## src/rtl/alu_arbiter.sv

```systemverilog
// Round-robin arbiter sharing one registered ALU between two requesters.
// One operation in flight; results return over per-port valid/ready channels.
module alu_arbiter #(
    parameter int WIDTH = 32,
    parameter int OPW   = 5,
    parameter int CNTW  = 16
) (
    input  logic             clk,
    input  logic             rst,
    input  logic             req0_valid,
    output logic             req0_ready,
    input  logic [WIDTH-1:0] req0_a,
    input  logic [WIDTH-1:0] req0_b,
    input  logic [OPW-1:0]   req0_op,
    input  logic             req1_valid,
    output logic             req1_ready,
    input  logic [WIDTH-1:0] req1_a,
    input  logic [WIDTH-1:0] req1_b,
    input  logic [OPW-1:0]   req1_op,
    output logic             rsp0_valid,
    input  logic             rsp0_ready,
    output logic             rsp1_valid,
    input  logic             rsp1_ready,
    output logic [WIDTH-1:0] rsp_data,
    output logic             alu_en,
    output logic [WIDTH-1:0] alu_a,
    output logic [WIDTH-1:0] alu_b,
    output logic [OPW-1:0]   alu_op,
    input  logic [WIDTH-1:0] alu_data,
    input  logic             alu_valid,
    output logic             busy,
    output logic [CNTW-1:0]  ops_done
);

    typedef enum logic [1:0] {
        IDLE,
        ISSUE,
        WAIT,
        RESP
    } state_t;

    state_t           r_state;
    state_t           w_next;
    logic             r_last;
    logic             r_owner;
    logic [WIDTH-1:0] r_a;
    logic [WIDTH-1:0] r_b;
    logic [OPW-1:0]   r_op;
    logic [WIDTH-1:0] r_result;
    logic [CNTW-1:0]  r_ops;
    logic             w_grant;
    logic             w_idle;
    logic             w_accept;
    logic             w_rsp_hs;

    // Tie goes to the port that did not win the previous accept.
    assign w_grant  = (req0_valid && req1_valid) ? ~r_last : req1_valid;
    assign w_idle   = (r_state == IDLE);
    assign req0_ready = w_idle && !w_grant;
    assign req1_ready = w_idle && w_grant;
    assign w_accept = (req0_valid && req0_ready) || (req1_valid && req1_ready);

    assign rsp0_valid = (r_state == RESP) && !r_owner;
    assign rsp1_valid = (r_state == RESP) && r_owner;
    assign w_rsp_hs   = (rsp0_valid && rsp0_ready) || (rsp1_valid && rsp1_ready);

    assign rsp_data = r_result;
    assign alu_a    = r_a;
    assign alu_b    = r_b;
    assign alu_op   = r_op;
    assign busy     = !w_idle;
    assign ops_done = r_ops;

    always_ff @(posedge clk or posedge rst) begin
        if (rst) begin
            r_state <= IDLE;
        end else begin
            r_state <= w_next;
        end
    end

    always_comb begin
        w_next = r_state;
        alu_en = 1'b0;
        unique case (r_state)
            IDLE:  if (w_accept) w_next = ISSUE;
            ISSUE: begin
                alu_en = 1'b1;
                w_next = WAIT;
            end
            WAIT:  if (alu_valid) w_next = RESP;
            RESP:  if (w_rsp_hs) w_next = IDLE;
            default: w_next = IDLE;
        endcase
    end

    always_ff @(posedge clk or posedge rst) begin
        if (rst) begin
            r_last   <= 1'b1;
            r_owner  <= 1'b0;
            r_a      <= '0;
            r_b      <= '0;
            r_op     <= '0;
            r_result <= '0;
            r_ops    <= '0;
        end else begin
            if (w_accept) begin
                r_owner <= w_grant;
                r_last  <= w_grant;
                r_a     <= w_grant ? req1_a : req0_a;
                r_b     <= w_grant ? req1_b : req0_b;
                r_op    <= w_grant ? req1_op : req0_op;
            end
            if (r_state == WAIT && alu_valid) begin
                r_result <= alu_data;
            end
            if (w_rsp_hs) begin
                r_ops <= r_ops + 1'b1;
            end
        end
    end

endmodule

```

## config.mk

```make
export PLATFORM = sky130hd
export DESIGN_NAME = alu_arbiter
export DESIGN_NICKNAME = d
export VERILOG_FILES = /design/src/rtl/alu_arbiter.sv
export SDC_FILE = /design/constraint.sdc
export NUM_CORES = 1
export LEC_CHECK = 0
export BUFFER_PORTS_ARGS = -buffer_cell sky130_fd_sc_hd__buf_2
export CAP_MARGIN = 20
export CORE_MARGIN = 3
export CORE_UTILIZATION = 28
export CTS_CLUSTER_SIZE = 28
export DETAILED_ROUTE_END_ITERATION = 16
export PLACE_DENSITY_LB_ADDON = 0.15
export SYNTH_ARGS = -nofsm -noshare
export SYNTH_HDL_FRONTEND = slang
export SYNTH_SLANG_ARGS = --single-unit
```

## constraint.sdc

```tcl
create_clock -name clk -period 8.79 [get_ports clk]
set_input_delay 0.4395 -clock clk [delete_from_list [all_inputs] [get_ports clk]]
set_output_delay 0.4395 -clock clk [all_outputs]
set_load 0.1 [all_outputs]
```

==> impl_metrics.tcl <==
set metrics [dict create \
    status "finished clean" \
    rsz0062_at_grt "no" \
    clock.fmax_mhz 312.8 \
    synthArstFlopShare 1.000 \
    die_x_um 143.6 \
    worstPathMaxFanout 50 \
    synth_edf_count 0 \
    period_share 0.3637 \
    grt_pass1_vias 4541 \
    syn_inst 457 \
    holdBufCountCts 0 \
    grt_max_degree 136 \
    cts_buffers 17 \
    fin_cells 995 \
    seq_area_frac_synth 0.5715 \
    slew_violations 0 \
    clkSlewWorstSetupHoldPaths_ps 50 \
    fillCellCount 1843 \
    slowest_delay_ps 750 \
    postCtsSetupBuffers 0 \
    synth_top_flop_cell "dfrtp_1" \
    cts_buffer_depth 2 \
    drive_gt1_frac 0.4896 \
    drtIter0Drc 131 \
    yosysUniqueCellTypes 31 \
    start_util 0.2901 \
    drc 0 \
    setup_viol 0 \
    cts_sinks 121 \
    cp-start-kind "flop" \
    syn_area_um2 5300 \
    core_area_um2 18270 \
    max_cap_viol_count 0 \
    synth_fp_nets 640 \
    cts_max_level 4 \
    area_growth_pct 44.07 \
    wirelength_mm 14.70 \
    ys_warn_count 0 \
    gp_congestion 0.7674 \
    finalHoldViolCount 0 \
    clock_latency_ps 400 \
    die_area_um2 20620 \
    min_period_ps 3197 \
    dp_hpwl_mm 11.27 \
    worst_clock_skew_ps 5.404 \
    io_pins 300 \
    port_buffers 299 \
    dpl.cell_count 963 \
    crit_type "flop to primary output" \
    gr-usage-all-layers 0.1395 \
    cts_tree "done" \
    cts-root-buf "clkbuf_16" \
    synth_seq_cells 121 \
    synth_area_per_cell_um2 11.60 \
    die_h_um 143.6 \
    layout.nets 937 \
    num_vias 4399 \
    antenna_found_initial 2 \
    path_cells "a21boi_4 -> buf_4 -> nor2_1 -> buf_2" \
    grt_pass1_wl_mm 22.48 \
    postRouteAntennaNets 0 \
    first_pass_iters 4 \
    vias_per_cell 4.421 \
    cts_resized 0 \
    wire_per_inst_um 14.77 \
    overflow 0 \
    min_path_type "primary input to asynchronous set/reset pin" \
    worstPathArrival_ps 2760 \
    cp.required_ps 8350 \
    relSlewSlack 0.3741 \
    cp-end-kind "primary output" \
    setup-tns-final_ps 0 \
    tightest_slew_ps 936.6 \
    cpMaxStageDelayCell "buf_4" \
    antenna_cells 0 \
    row_count 49 \
]
[stage by stage]
stage | worst slack (ps) | utilization | area [um2] | hold slack, ps
after CTS | 5526 | 0.4165 | 7609 | 220.7
after detailed placement | 5744 | 0.3847 | 7028 | 465.1
final | 5593 | 0.4180 | 7636 | 200.6
after global routing | 5406 | 0.4180 | 7636 | 247.6
after global placement | 5777 | 0.3847 | 7028 | 456.8
after floorplan | 5138 | - | 5300 | 503.1
[flip-flops by register name, indices dropped and copies added, names as in the netlist]
name and cells:
ops_done 16, alu_op 5, r_state 2, r_owner 1
alu_a 32, rsp_data 32, r_last 1, alu_b 32
[synth_stat cells, types with 4 or more instances]
master	instances	area, um2
buf_1	5	18.77
buf_2	10	50.05
clkbuf_1	11	41.29
dfrtp_1	120	3003
ha_1	6	75.07
inv_1	6	22.52
mux2_2	35	394.1
mux2i_1	70	700.7
nand2_1	78	292.8
nand3_1	4	20.02
nor2_1	6	22.52
o21ai_0	70	350.3
xnor2_1	9	78.83
xor2_1	6	52.55
[routing by layer]
| layer | wire (um) | part of all wire | track usage |
|---|---|---|---|
| met2 | 7264 | 0.49 | 0.2390 |
| met4 | 196 | 0.013 | 0.04906 |
| met5 | 7 | 0.00048 | 0 |
| met1 | 5968 | 0.41 | 0.1644 |
| met3 | 1264 | 0.086 | 0.04592 |
[final cells by class]
| type | count | area (um2) | share of cell area |
|---|---|---|---|
| Clock buffer | 21 | 460.4 | 0.06030 |
| Inverter | 6 | 25.02 | 0.003277 |
| Tap cell | 229 | 286.5 | 0.03752 |
| Sequential cell | 121 | 3029 | 0.3967 |
| Multi-Input combinational cell | 304 | 2161 | 0.2830 |
| Clock inverter | 10 | 120.1 | 0.01573 |
| Timing Repair Buffer | 304 | 1554 | 0.2035 |
[worst max-delay path: cells and delay by family, from the launching register on]
family,cells,cell delay (ps)
AND/OR/NAND/NOR,1,80
AO/OA/AOI/OAI,1,730
buffers and inverters,2,1070
flip-flops,1,380
[path summary, 6_finish.rpt]
check	startpoint	endpoint	slack (ps)	cells past startpoint
setup reg to reg	r_last	alu_op[0]	6320	4
hold / removal	rst	rsp_data[1]	200	2
min in group clk	alu_data[24]	rsp_data[24]	270	2
hold reg to reg	alu_b[5]	alu_b[5]	470	2
max in group asynchronous	rst	alu_b[4]	7310	3
setup / recovery	r_last	req0_ready	5590	4
[cells in the final DEF, fill, tap and decap left out, types with 2 or more instances in the layout]
cell	instances
a21oi_1	2
and2_1	2
buf_2	299
buf_4	4
bufinv_16	2
clkbuf_1	2
clkbuf_16	17
clkbuf_8	2
clkinvlp_4	5
dfrtp_1	120
ha_1	6
inv_1	5
mux2_2	35
mux2i_1	70
nand2_1	78
nand3_1	4
nand4_1	2
nor2_1	6
nor4_1	2
o21ai_0	69
xnor2_1	9
xor2_1	6
[logic make-up (layout without fill, tap and decap cells)]
family	count (synthesis)	in the layout	synth area share
AOI/OAI and AO/OA	77	77	0.07555
xor gates and xnor gates	15	15	0.02479
adders and majority gates	6	6	0.01416
buffers and inverters	32	341	0.02502
DFF	121	121	0.5715
muxes	105	105	0.2066
and+or+nand+nor	101	101	0.08239
Power is left out: the tool's default activity adds up to more than one toggle a clock period on the data nets, which glitch-free logic cannot reach.
